===== config.mk =====
export PLATFORM = sky130hd
export DESIGN_NAME = instr_encoder_flat
export DESIGN_NICKNAME = d
export VERILOG_FILES = /design/src/rtl/instr_encoder_if.sv /design/src/rtl/instr_encoder.sv /design/src/flat_wrapper.sv
export SDC_FILE = /design/constraint.sdc
export NUM_CORES = 1
export LEC_CHECK = 0
export BUFFER_PORTS_ARGS = -buffer_cell sky130_fd_sc_hd__buf_2
export CAP_MARGIN = 20
export CORE_ASPECT_RATIO = 0.75
export CORE_MARGIN = 2
export CORE_UTILIZATION = 35
export CTS_BUF_LIST = sky130_fd_sc_hd__clkbuf_8
export DETAILED_ROUTE_END_ITERATION = 16
export PLACE_DENSITY = 0.65
export REMOVE_ABC_BUFFERS = 1
export SETUP_SLACK_MARGIN = 0.05
export SLEW_MARGIN = 20
export SYNTH_ARGS = -nofsm -noshare
export SYNTH_HDL_FRONTEND = slang
export SYNTH_SLANG_ARGS = --single-unit

===== constraint.sdc =====
create_clock -name clk -period 4.1 [get_ports clk]
set_input_delay 0.41 -clock clk [delete_from_list [all_inputs] [get_ports clk]]
set_output_delay 0.41 -clock clk [all_outputs]
set_load 0.005 [all_outputs]

===== src/rtl/instr_encoder_if.sv =====
// Instruction-in handshake plus instruction-memory write bus for instr_encoder.
// master drives symbolic instructions and observes the memory writes; slave is the encoder.
interface instr_encoder_if #(
  parameter int unsigned AW = 8
) ();
  logic          inValid;
  logic          inReady;
  logic [3:0]    instCode;
  logic [4:0]    rs;
  logic [4:0]    rt;
  logic [4:0]    rd;
  logic [15:0]   imm;
  logic [25:0]   tgt;
  logic          imWrite;
  logic [AW-1:0] imAddr;
  logic [31:0]   imData;

  modport master (
    output inValid, instCode, rs, rt, rd, imm, tgt,
    input  inReady, imWrite, imAddr, imData
  );

  modport slave (
    input  inValid, instCode, rs, rt, rd, imm, tgt,
    output inReady, imWrite, imAddr, imData
  );
endinterface


===== src/rtl/instr_encoder.sv =====
// Encodes symbolic instructions into 32-bit core words and writes them
// sequentially into instruction memory from BASE_ADDR during a load session.
module instr_encoder #(
  parameter int unsigned AW        = 8,
  parameter int unsigned BASE_ADDR = 0,
  parameter int unsigned DEPTH     = 256
) (
  input  logic           clk,
  input  logic           reset,
  input  logic           start,
  instr_encoder_if.slave bus,
  output logic           busy,
  output logic           done,
  output logic           illErr,
  output logic           ovfErr,
  output logic [AW:0]    wordCount
);

  typedef enum logic [1:0] {IDLE, LOAD, DONE} state_e;

  localparam logic [AW-1:0] BASE_A = AW'(BASE_ADDR);
  localparam logic [AW-1:0] LAST_A = AW'(BASE_ADDR + DEPTH - 1);

  localparam logic [5:0] OP_R    = 6'b100000;
  localparam logic [5:0] OP_ADDI = 6'b000000;
  localparam logic [5:0] OP_SW   = 6'b000001;
  localparam logic [5:0] OP_LW   = 6'b000010;
  localparam logic [5:0] OP_BEQ  = 6'b010001;
  localparam logic [5:0] OP_BNEQ = 6'b010000;
  localparam logic [5:0] OP_J    = 6'b010010;
  localparam logic [5:0] OP_HALT = 6'b111111;
  localparam logic [5:0] FN_JR   = 6'b000111;

  state_e        state_q, state_d;
  logic [AW-1:0] addr_q, addr_d;
  logic [AW:0]   wc_q, wc_d;
  logic          ill_q, ill_d;
  logic          ovf_q, ovf_d;
  logic          wr_q, wr_d;
  logic [AW-1:0] waddr_q, waddr_d;
  logic [31:0]   wdata_q, wdata_d;

  logic          accept;
  logic          start_sess;
  logic          is_halt;
  logic          is_ill;
  logic          at_last;
  logic [31:0]   enc;

  assign accept     = bus.inValid & (state_q == LOAD);
  assign start_sess = start & (state_q != LOAD);
  assign is_halt    = (bus.instCode == 4'd14);
  assign is_ill     = (bus.instCode == 4'd15);
  assign at_last    = (addr_q == LAST_A);

  always_comb begin
    enc = '0;
    case (bus.instCode)
      4'd0, 4'd1, 4'd2, 4'd3, 4'd4, 4'd5, 4'd6:
        enc = {OP_R, bus.rs, bus.rt, bus.rd, 5'd0, 2'b00, bus.instCode};
      4'd7:    enc = {OP_R, bus.rs, 15'd0, FN_JR};
      4'd8:    enc = {OP_ADDI, bus.rs, bus.rt, bus.imm};
      4'd9:    enc = {OP_SW,   bus.rs, bus.rt, bus.imm};
      4'd10:   enc = {OP_LW,   bus.rs, bus.rt, bus.imm};
      4'd11:   enc = {OP_BEQ,  bus.rs, bus.rt, bus.imm};
      4'd12:   enc = {OP_BNEQ, bus.rs, bus.rt, bus.imm};
      4'd13:   enc = {OP_J, bus.tgt};
      4'd14:   enc = {OP_HALT, 26'd0};
      default: enc = '0;
    endcase
  end

  always_ff @(posedge clk) begin
    if (reset) state_q <= IDLE;
    else       state_q <= state_d;
  end

  always_comb begin
    state_d = state_q;
    unique case (state_q)
      IDLE:    if (start) state_d = LOAD;
      LOAD:    if (accept && (is_ill || is_halt || at_last)) state_d = DONE;
      DONE:    if (start) state_d = LOAD;
      default: state_d = IDLE;
    endcase
  end

  always_comb begin
    bus.inReady = (state_q == LOAD);
    busy        = (state_q == LOAD);
    done        = (state_q == DONE);
  end

  always_comb begin
    addr_d  = addr_q;
    wc_d    = wc_q;
    ill_d   = ill_q;
    ovf_d   = ovf_q;
    wr_d    = 1'b0;
    waddr_d = waddr_q;
    wdata_d = wdata_q;
    if (start_sess) begin
      addr_d = BASE_A;
      wc_d   = '0;
      ill_d  = 1'b0;
      ovf_d  = 1'b0;
    end else if (accept) begin
      if (is_ill) begin
        ill_d = 1'b1;
      end else begin
        wr_d    = 1'b1;
        waddr_d = addr_q;
        wdata_d = enc;
        wc_d    = wc_q + 1'b1;
        // Address parks on the last word instead of wrapping; the session ends there.
        if (at_last) ovf_d  = ~is_halt;
        else         addr_d = addr_q + 1'b1;
      end
    end
  end

  always_ff @(posedge clk) begin
    if (reset) begin
      addr_q  <= BASE_A;
      wc_q    <= '0;
      ill_q   <= 1'b0;
      ovf_q   <= 1'b0;
      wr_q    <= 1'b0;
      waddr_q <= '0;
      wdata_q <= '0;
    end else begin
      addr_q  <= addr_d;
      wc_q    <= wc_d;
      ill_q   <= ill_d;
      ovf_q   <= ovf_d;
      wr_q    <= wr_d;
      waddr_q <= waddr_d;
      wdata_q <= wdata_d;
    end
  end

  assign bus.imWrite = wr_q;
  assign bus.imAddr  = waddr_q;
  assign bus.imData  = wdata_q;
  assign illErr      = ill_q;
  assign ovfErr      = ovf_q;
  assign wordCount   = wc_q;

endmodule

===== src/flat_wrapper.sv =====
// flat-port wrapper written by rule: the top's interface ports become plain ports
module instr_encoder_flat 
#(
  parameter int unsigned AW        = 8,
  parameter int unsigned BASE_ADDR = 0,
  parameter int unsigned DEPTH     = 256
)
  (clk, reset, start, busy, done, illErr, ovfErr, wordCount, bus_inValid, bus_instCode, bus_rs, bus_rt, bus_rd, bus_imm, bus_tgt, bus_inReady, bus_imWrite, bus_imAddr, bus_imData);
  instr_encoder_if #(.AW(AW)) bus_i ();
  input  logic clk;
  input  logic reset;
  input  logic start;
  output logic busy;
  output logic done;
  output logic illErr;
  output logic ovfErr;
  output logic [AW:0] wordCount;
  input wire logic [$bits(bus_i.inValid)-1:0] bus_inValid;
  input wire logic [$bits(bus_i.instCode)-1:0] bus_instCode;
  input wire logic [$bits(bus_i.rs)-1:0] bus_rs;
  input wire logic [$bits(bus_i.rt)-1:0] bus_rt;
  input wire logic [$bits(bus_i.rd)-1:0] bus_rd;
  input wire logic [$bits(bus_i.imm)-1:0] bus_imm;
  input wire logic [$bits(bus_i.tgt)-1:0] bus_tgt;
  output wire logic [$bits(bus_i.inReady)-1:0] bus_inReady;
  output wire logic [$bits(bus_i.imWrite)-1:0] bus_imWrite;
  output wire logic [$bits(bus_i.imAddr)-1:0] bus_imAddr;
  output wire logic [$bits(bus_i.imData)-1:0] bus_imData;
  assign bus_i.inValid = bus_inValid;
  assign bus_i.instCode = bus_instCode;
  assign bus_i.rs = bus_rs;
  assign bus_i.rt = bus_rt;
  assign bus_i.rd = bus_rd;
  assign bus_i.imm = bus_imm;
  assign bus_i.tgt = bus_tgt;
  assign bus_inReady = bus_i.inReady;
  assign bus_imWrite = bus_i.imWrite;
  assign bus_imAddr = bus_i.imAddr;
  assign bus_imData = bus_i.imData;
  instr_encoder #(.AW(AW), .BASE_ADDR(BASE_ADDR), .DEPTH(DEPTH)) u_core (.clk(clk), .reset(reset), .start(start), .bus(bus_i), .busy(busy), .done(done), .illErr(illErr), .ovfErr(ovfErr), .wordCount(wordCount));
endmodule

Yosys cells after proc, flatten, opt, wreduce, memory -nomap -nowiden --
Cells that the tools add are included.
Word-level totals: flip-flop bits (word level) 62, bits of input ports 65, output and inout bits 55, word-level logic and storage cells 58
Operators by class: multiplexer cells 5, $add $sub $neg 2, reductions and logical operators 15, equal/unequal tests 21, bitwise logic cells 7
Operators by type and width (number):
- case mux 32 bit (9 select lines) | 1
- equality test 4 bit (second input constant) | 8
- equality test 4 x 3 -> 1 bit (second input constant) | 4
- adder 9 x 1 -> 9 bit (second input constant) | 1
- AND reduction 3 bit | 3
- adder 8 x 1 -> 8 bit (second input constant) | 1
- equality test 4 x 2 -> 1 bit (second input constant) | 2
- equality test 8 bit (second input constant) | 1
- OR reduction 7 bit | 1
- != test 2 x 1 -> 1 bit (second input constant) | 3
- AND reduction 2 bit | 3
- inverter 1 bit | 5
- equality test 4 x 1 -> 1 bit (second input constant) | 1
- logical NOT 4 bit | 1
- two-way mux 2 bit | 2
- case mux 2 bit (2 select lines) | 1
- OR reduction 2 bit | 2
- OR reduction 3 bit | 1
- bitwise AND 1 bit | 2
- equality test 2 x 1 -> 1 bit (second input constant) | 1
- equality test 2 bit (second input constant) | 1
- logical NOT 2 bit | 1
- logical OR 1 bit | 2
- logical AND 1 bit | 1
- two-way mux 1 bit | 1

Longest topological paths before layout --
Gate-level depths: netlist of run 1.
depth in word-level cells 6, gate-level depth with buffers 7, depth with buffers taken out 5

Least setup slack after synthesis of run 1 --
Ideal clock, no wire load.
kind input to register, start point input port bus_instCode[3], end point register u_core.wdata_q[11], in the netlist u_core.bus.imData[11], cell stages on the path 7, data arrival time 1.416 ns, slack 2.544 ns, setup time 0.139 ns, path buffers 3, required time 3.961 ns, cells stage by stage buf_6 -> and3_4 -> nor2b_4 -> buf_6 -> buf_6 -> a221oi_2 -> nor3_2
On the way: longest elaborated chain between the ends 3, elaborated cells on any way between the ends 20, those cells by class 15 x eq/ne; 1 x mux; 1 x bitwise; 3 x reduce/logical
RTL lines:
- start: declaration | RTL line flat_wrapper.sv:19 | input wire logic [$bits(bus_i.instCode)-1:0] bus_instCode;
- equality test 4 x 1 -> 1 bit, or another cell as far along | RTL line instr_encoder.sv:58 | case (bus.instCode)
- OR reduction 7 bit or inverter 1 bit (tied branches)
- case mux 32 bit (9 select lines) or AND reduction 3 bit (tied branches)
- end signal: assignment | RTL line instr_encoder.sv:138 | wdata_q <= wdata_d;
- end: declaration | RTL line instr_encoder.sv:41 | logic [31:0] wdata_q, wdata_d;
Parallel ways exist; a longest one is shown, timed or not. A chain may end at the register's enable or synchronous reset.

Worst setup path after layout of run 1 --
start point register u_core.state_q[1], end point register u_core.ovf_q, in the netlist u_core.ovfErr
On the way: longest elaborated chain between the ends 3, elaborated cells on any way between the ends 6, those cells by class 2 x eq/ne; 2 x bitwise; 2 x reduce/logical
RTL lines:
- start: declaration | RTL line instr_encoder.sv:34 | state_e state_q, state_d;
- start signal: assignment | RTL line instr_encoder.sv:75 | else state_q <= state_d;
- equality test 2 x 1 -> 1 bit or != test 2 x 1 -> 1 bit (tied branches) | RTL line instr_encoder.sv:50, instr_encoder.sv:51
- bitwise AND 1 bit (on tied branches) | RTL line instr_encoder.sv:50, instr_encoder.sv:51
- AND reduction 3 bit (no line) or OR reduction 2 bit (tied branches)
- end signal: assignment | RTL line instr_encoder.sv:135 | ovf_q <= ovf_d;
- end: declaration | RTL line instr_encoder.sv:38 | logic ovf_q, ovf_d;
Parallel ways exist; a longest one is shown, timed or not.

==> metrics.cfg, run 1 <==
[outcome]
status=finished clean

[timing]
worst_pin_slew_ns=0.968
final_hold_viol_count=0
maxSlewViolCount=0
slew_headroom_pct=35.3
fin_ws_ns=1.88
max_clock_freq_mhz=451
fin_crit_sh_pct=54.1
setup-violations-final=0
period_needed_ns=2.22
skew_ns=0.00483
final.setup.tns_ns=0
rsz0062_at_grt=false

[finish]
nNetsFinal=499
final_core_util_pct=45.6
mostFrequentLayoutCells=buf_2 (119), dfxtp_1 (61), nor2_1 (47)
layout-drive-gt1-share_pct=41.0
n_antenna_cell=0
syn_to_final_growth_pct=27.5
mostFrequentLayoutCell=buf_2

[critical_path]
path_class=reg -> reg
critPathMaxFanout=42
critPathBufInv=0
cp_top_family=simple AND/OR/NAND/NOR gates
reg2regPathDepth=4
path_cells=nand3b_2 > nor2_4 > a21oi_1 > a311oi_1
crit_required_ns=4.34
cp.arrival_ns=2.46
cpMaxStageDelayCell=nor2_4
cp_slowest_stage_delay_ns=0.88
cp.depth=4
startpoint_type=flip-flop
end_kind=flip-flop

[min_path]
hold_depth=3
hold_class=in -> reg

[drt]
vias=2766
ant_nets=0
viasPerCell=5.08
wire_per_inst_um=14.1
drt-initial-drc-count=110
dr.pass1.iters=4
drc=0
drt_wl_total_um=7700

[yosys]
ys_seq_area_share_pct=40.7
ys_warn_count=0
synth_edf_count=0
netlist_instances=329
yosys_most_used_dff=dfxtp_1
avgSynthCellArea_um2=9.12
async_reset_ff_share_pct=0
synth_seq_cells=61
syn-cell-area_um2=3000
ys_types=53

[flow_run]
cap_violations=0

[grt]
grt_usage_pct=16.5
grt_overflow=0
antenna_found_initial=0
grt_pass1_vias=2567
grt_max_degree=46
grt_pass1_wl_um=12600

[power]
power.leakage_nw=1.64
netSwitchingPower_w=0.000360
p_sw_share_pct=23.8
p_int_w=0.00115
combPwrFrac_pct=13.1
powerDensity_nw_per_um2=396
pwr-share-clk_pct=45.0
vdd_ir_drop_max_v=0.000174
pwr-share-seq_pct=41.9

[clocking]
post_cts_buffers=0
ctsHoldBuffers=0
post_cts_resized=0
clk_latency_ns=0.34
path_clk_slew_ns=0.07
cts.sinks=61
cts_tree=built
clockBufferDepth=2
cts_made_buffers=9
clock-root-buffer=clkbuf_8
h-tree-depth=3

[place]
dp_hpwl_um=5450
place_congestion=0.752
dp_slack_ns=1.80
port_buffers=119

[floorplan]
ios=120
die_area_um2=9330
placeableCoreArea_um2=8380
row_count=29
initial_core_util_pct=35.8
dieWidth_um=111
die_h_um=84.2

-- final timing paths --
kind                   startpoint                    to  slack, ns
max reg2reg     u_core.state_q[1]         u_core.ovfErr       1.88
max             u_core.state_q[1]         u_core.ovfErr       1.88
min reg2reg  u_core.bus.imAddr[5]  u_core.bus.imAddr[5]       0.45
min                         start     u_core.state_q[0]       0.37
-- cell type report --
class	count	area (um2)
repair buffers	120	603
clock buffers	12	165
clock inverters	4	93.8
flip-flops and latches	61	1220
fillers	834	4560
inverters	4	15.0
multi-input cells	236	1590
well taps	108	135
-- worst reg2reg max path, stage by stage (launching register included) --
cell      delay, ns
dfxtp_1        0.32
nand3b_2       0.48
nor2_4         0.89
a21oi_1        0.16
a311oi_1       0.28
-- power groups by stage --
stage                     Combinational (W)  Clock, W  Sequential (W)
final                              0.000198  0.000681        0.000635
after global routing               0.000222  0.000731        0.000637
after global placement             0.000195         0        0.000646
after floorplan                   0.0000993         0        0.000648
after CTS                          0.000200  0.000698        0.000634
after detailed placement           0.000199         0        0.000647
-- cells in the mapped netlist (2+ instances only) --
cell type  number  area share [%]
a211oi_1        4             1.0
a211oi_2        5             2.1
a21o_1          2            0.50
a21oi_1        28             4.7
a221oi_1       10             2.9
a221oi_2       10             5.0
buf_1           2            0.25
buf_2          10             1.7
buf_4           7             1.8
buf_6           4             1.5
clkbuf_1        5            0.63
dfxtp_1        61              41
ha_1            2            0.83
inv_1           4            0.50
mux2_2          6             2.3
nand2_1        28             3.5
nand2b_1        3            0.63
nand3_1        10             1.7
nor2_1         47             5.9
nor3_1         16             2.7
nor3_2         10             3.3
nor4_2          3             1.3
o21ai_0        12             2.0
or3_1           4            0.83
xnor2_1         6             1.8
xor2_1          3            0.88
-- registers in the layout (all words and copies together) (netlist names) --
signal,flops
u_core.bus.imData,31
u_core.wordCount,9
u_core.addr_q,8
u_core.bus.imAddr,8
u_core.state_q,2
u_core.bus.imWrite,1
u_core.illErr,1
u_core.ovfErr,1
-- metal layers --
layer,track usage (%),up-vias,share of wire [%],routed length (um)
met1,22.0,1278,47,3640
met4,5.11,0,0.75,58
met3,5.85,6,6.9,534
met5,0,-,0,0
li1,-,1390,-,-
met2,25.4,92,45,3470
-- logic make-up (layout without fill, tap and decap cells) --
family / count (synthesis) / count (layout) / share of synthesized area (%)
xor+xnor: 9 / 9 / 2.63
compound gates: 82 / 82 / 22.1
flops: 61 / 61 / 40.7
fa+ha+maj: 3 / 3 / 1.17
buf+inv: 32 / 140 / 6.30
simple gates: 135 / 135 / 24.5
mux: 7 / 7 / 2.59
-- per-stage QoR --
| step | cells | instance area (um2) | hold WS (ns) | total power (W) |
|---|---|---|---|---|
| floorplan | 301 | 2830 | 0.442 | 0.000748 |
| global placement | 529 | 3560 | 0.446 | 0.000842 |
| detailed placement | 529 | 3560 | 0.448 | 0.000847 |
| CTS | 545 | 3820 | 0.353 | 0.00153 |
| global route | 545 | 3820 | 0.377 | 0.00159 |
| finish | 545 | 3820 | 0.367 | 0.00151 |
(Power assumes the default switching activity.)
==> inputs of run 2 (changes only) <==
==> constraint.sdc (replaced) <==
create_clock -name clk -period 2.05 [get_ports clk]
set_input_delay 0.205 -clock clk [delete_from_list [all_inputs] [get_ports clk]]
set_output_delay 0.205 -clock clk [all_outputs]
set_load 0.005 [all_outputs]
==> metrics.cfg, run 2 (synthesis results as in run 1) <==
[floorplan]
die_area_um2=9330  ; unchanged
placeableCoreArea_um2=8380  ; unchanged
row_count=29  ; unchanged
dieWidth_um=111  ; unchanged
initial_core_util_pct=35.8  ; unchanged
die_h_um=84.2  ; unchanged
ios=120  ; unchanged

[min_path]
hold_class=in -> reg

[timing]
setup-violations-final=0  ; unchanged
final.setup.tns_ns=0  ; unchanged
slew_headroom_pct=44.5  ; +9.2 points
skew_ns=0.0102  ; +0.00535 ns
rsz0062_at_grt=false
maxSlewViolCount=0  ; unchanged
fin_ws_ns=0.297  ; -1.58 ns
period_needed_ns=1.75  ; -0.466 ns
max_clock_freq_mhz=571  ; +27%
timing.hold.ws_ns=0.158  ; -0.209 ns
worst_pin_slew_ns=0.829  ; -0.139 ns
final_hold_viol_count=0  ; unchanged
fin_crit_sh_pct=85.5  ; +31 points

[critical_path]
crit_required_ns=2.26  ; -2.08 ns
critPathMaxFanout=16  ; -62%
end_kind=flip-flop
cpMaxStageDelayCell=dfxtp_1
cp_top_family=simple AND/OR/NAND/NOR gates
cp_slowest_stage_delay_ns=0.41  ; -0.47 ns
path_class=reg -> reg
critPathBufInv=1  ; +1
cp.arrival_ns=1.96  ; -0.50 ns
path_cells=and3b_1 > nand2_2 > buf_12 > a221oi_1 > nor3_1
startpoint_type=flip-flop

[drt]
drc=0  ; unchanged
viasPerCell=5.08  ; +0.12%
wire_per_inst_um=14.4  ; +1.8%
vias=2815  ; +1.8%
drt_wl_total_um=7970  ; +3.5%
ant_nets=0  ; unchanged
drt-initial-drc-count=157  ; +43%
dr.pass1.iters=5  ; +1

[grt]
grt_max_degree=37  ; -20%
grt_usage_pct=17.3  ; +0.78 points
antenna_found_initial=0  ; unchanged
grt_pass1_wl_um=13200  ; +4.3%
grt_overflow=0  ; unchanged
grt_pass1_vias=2754  ; +7.3%

[clocking]
post_cts_resized=0  ; unchanged
clk_latency_ns=0.34  ; about the same
path_clk_slew_ns=0.07  ; about the same
clock-root-buffer=clkbuf_8
cts_tree=built
cts_made_buffers=9  ; unchanged
post_cts_buffers=0  ; unchanged
h-tree-depth=3  ; unchanged
ctsHoldBuffers=0  ; unchanged
cts.sinks=61  ; unchanged
clockBufferDepth=2  ; unchanged

[place]
port_buffers=119  ; unchanged
dpl_cell_area_um2=3640  ; +2.2%
dp_hpwl_um=5760  ; +5.9%
place_congestion=0.760  ; +1.1%
place_inst=538  ; +1.7%
dp_slack_ns=0.230  ; -1.57 ns

[finish]
final_cell_area_um2=3900  ; +2.1%
nNetsFinal=508  ; +1.8%
layout-drive-gt1-share_pct=42.2  ; +1.2 points
syn_to_final_growth_pct=30.1
n_antenna_cell=0  ; unchanged
mostFrequentLayoutCell=buf_2
instances_no_fill=554  ; +1.7%
largest_reg_flops=31  ; unchanged
mostFrequentLayoutCells=buf_2 (119), dfxtp_1 (61), nor2_1 (47)

[power]
power.leakage_nw=1.70  ; +3.1%
powerDensity_nw_per_um2=786  ; +98%
vdd_ir_drop_max_v=0.000308  ; +77%

[outcome]
status=finished clean

[flow_run]
cap_violations=0  ; unchanged

run 2: metal layers:
layer / up-vias / GRT usage, % / share of wire [%]
met5: - / 0 / 0
li1: 1409 / - / -
met1: 1312 / 22.4 / 48
met2: 84 / 27.9 / 45
met4: 0 / 5.45 / 1.1
met3: 10 / 5.27 / 6.2
run 2: metrics by stage:
| stage | power, W | utilization, % |
|---|---|---|
| floorplan | 0.00150 | - |
| global placement | 0.00171 | 43.5 |
| detailed placement | 0.00172 | 43.5 |
| CTS | 0.00309 | 46.6 |
| global route | 0.00320 | 46.6 |
| finish | 0.00307 | 46.6 |
run 2: worst register-to-register path, cell delays in order, from the launching register on:
cell and delay [ns]:
dfxtp_1 0.41, and3b_1 0.38, nand2_2 0.27, buf_12 0.24, a221oi_1 0.23, nor3_1 0.09
run 2: power breakdown:
group / switching, W / total (W) / internal, W
Sequential: 0.0000308 / 0.00127 / 0.00124
Combinational: 0.000238 / 0.000421 / 0.000183
Clock: 0.000473 / 0.00138 / 0.000904
run 2: final timing paths:
path	to	depth (start not counted)	from	slack [ns]
min reg2reg	u_core.bus.imData[27]	2	u_core.bus.imData[27]	0.46
min	u_core.state_q[0]	3	start	0.16
max reg2reg	u_core.bus.imData[9]	5	u_core.state_q[0]	0.30
max	u_core.bus.imData[9]	5	u_core.state_q[0]	0.30
run 2: layout make-up:
class | instances | area, um2
multi-input combinational | 236 | 1590
tap | 108 | 135
clock buffer | 12 | 165
clock inverter | 4 | 93.8
timing repair buffer | 129 | 683
sequential | 61 | 1220
inverter | 4 | 15.0
fill | 833 | 4480
==> inputs of run 3 (changes only) <==
--- a/config.mk
+++ b/config.mk
@@ -13,6 +13,7 @@
 export CTS_BUF_LIST = sky130_fd_sc_hd__clkbuf_8
 export DETAILED_ROUTE_END_ITERATION = 16
 export PLACE_DENSITY = 0.65
+export RECOVER_POWER = 25
 export REMOVE_ABC_BUFFERS = 1
 export SETUP_SLACK_MARGIN = 0.05
 export SLEW_MARGIN = 20
==> metrics.cfg, run 3 (synthesis results as in run 1) <==
[floorplan]
ios=120  ; unchanged
initial_core_util_pct=35.8  ; unchanged
die_h_um=84.2  ; unchanged
dieWidth_um=111  ; unchanged
row_count=29  ; unchanged
placeableCoreArea_um2=8380  ; unchanged
die_area_um2=9330  ; unchanged

[finish]
ff_latch_area_um2=1220  ; unchanged
mostFrequentLayoutCell=buf_2
multi_input_area_um2=1590  ; unchanged
nNetsFinal=508  ; unchanged
fillCellCount=842  ; +1.1%
n_antenna_cell=0  ; unchanged
mostFrequentLayoutCells=buf_2 (102), dfxtp_1 (61), nor2_1 (47)
layout-drive-gt1-share_pct=38.3  ; -3.8 points
largest_reg_flops=31  ; unchanged
syn_to_final_growth_pct=29.4

[timing]
final.setup.tns_ns=0  ; unchanged
fin_ws_ns=0.294  ; -0.00385 ns
skew_ns=0.0108  ; +0.000590 ns
period_needed_ns=1.76  ; +0.00385 ns
setup-violations-final=0  ; unchanged
fin_crit_sh_pct=85.7  ; +0.19 points
timing.hold.ws_ns=0.159  ; +0.000932 ns
final_hold_viol_count=0  ; unchanged
worst_pin_slew_ns=0.813  ; -0.0159 ns
maxSlewViolCount=0  ; unchanged
rsz0062_at_grt=false
max_clock_freq_mhz=569  ; -0.22%
slew_headroom_pct=45.6  ; +1.1 points

[grt]
grt_usage_pct=17.3  ; unchanged
grt_pass1_vias=2754  ; unchanged
grt_max_degree=37  ; unchanged
grt_pass1_wl_um=13200  ; unchanged
grt_overflow=0  ; unchanged
antenna_found_initial=0  ; unchanged

[drt]
drt_wl_total_um=7970  ; about the same
dr.pass1.iters=4  ; -1
drc=0  ; unchanged
ant_nets=0  ; unchanged
drt-initial-drc-count=180  ; +15%
viasPerCell=5.10  ; +0.36%
wire_per_inst_um=14.4  ; about the same
vias=2825  ; +0.36%

[critical_path]
cpMaxStageDelayCell=dfxtp_1
critPathMaxFanout=16  ; unchanged
path_class=reg -> reg
cp.arrival_ns=1.96  ; about the same
startpoint_type=flip-flop
cp-startpoint=u_core.state_q[0]
cp_slowest_stage_delay_ns=0.41  ; about the same
reg2regPathDepth=5  ; unchanged
r2r_end=u_core.bus.imData[9]
crit_end=u_core.bus.imData[9]
crit_required_ns=2.26  ; about the same
end_kind=flip-flop
path_cells=and3b_1 > nand2_2 > buf_12 > a221oi_1 > nor3_1
r2r_start=u_core.state_q[0]
rrSetupSlack_ns=0.29  ; about the same

[flow_run]
cap_violations=0  ; unchanged

[outcome]
status=finished clean

[clocking]
h-tree-depth=3  ; unchanged
path_clk_slew_ns=0.07  ; about the same
cts.sinks=61  ; unchanged
clockBufferDepth=2  ; unchanged
cts_made_buffers=9  ; unchanged
ctsHoldBuffers=0  ; unchanged
clock-root-buffer=clkbuf_8
clk_latency_ns=0.34  ; about the same
post_cts_resized=0  ; unchanged
post_cts_buffers=0  ; unchanged
cts_tree=built

[place]
dp_hpwl_um=5760  ; unchanged
dp_slack_ns=0.230  ; unchanged
port_buffers=119  ; unchanged
place_congestion=0.760  ; unchanged

[power]
power.leakage_nw=1.62  ; -4.2%
powerDensity_nw_per_um2=789  ; +0.37%
vdd_ir_drop_max_v=0.000306  ; -0.78%

[min_path]
hold_class=in -> reg

[run 3: worst max-delay path, delay by kind of cell, from the launching register on]
family / cells / cell delay (ns)
buffers and inverters: 1 / 0.24
flip-flops: 1 / 0.41
AND/OR/NAND/NOR: 3 / 0.74
AO/OA/AOI/OAI: 1 / 0.23
[run 3: report_power, final]
part	switching [W]	internal, W
clock network	0.000472	0.000904
registers	0.0000313	0.00124
logic	0.000238	0.000179
[run 3: layer usage]
metal | share of wire [%] | track usage [%] | wire (um) | vias to the layer above
li1 | - | - | - | 1406
met1 | 47 | 22.4 | 3730 | 1320
met2 | 45 | 27.9 | 3620 | 90
met3 | 6.9 | 5.27 | 549 | 9
met4 | 0.98 | 5.45 | 78 | 0
met5 | 0 | 0 | 0 | -
[run 3: how the worst min path moves through the flow]
stage / start / end / cells after the start
2_1_floorplan: reset / u_core.bus.imData[21] / 1
3_3_place_gp: u_core.bus.imData[27] / u_core.bus.imData[27] / 2
3_5_place_dp: u_core.bus.imData[27] / u_core.bus.imData[27] / 2
4_1_cts: start / u_core.state_q[0] / 3
5_1_grt: bus_tgt[16] / u_core.bus.imData[16] / 3
6_report: start / u_core.state_q[0] / 3
[run 3: cell type report]
cell class	count	area share, %
tap	108	3.48
clock inverter	4	2.42
timing repair buffer	129	17.1
multi-input combinational	236	40.9
sequential	61	31.5
clock buffer	12	4.26
inverter	4	0.387
[run 3: per-stage QoR]
stage	power, W	cell area [um2]	instances	utilization (%)
after floorplan	0.00150	2830	301	-
after global placement	0.00171	3640	538	43.5
after detailed placement	0.00172	3640	538	43.5
after CTS	0.00309	3900	554	46.6
after global routing	0.00319	3880	554	46.3
final	0.00306	3880	554	46.3
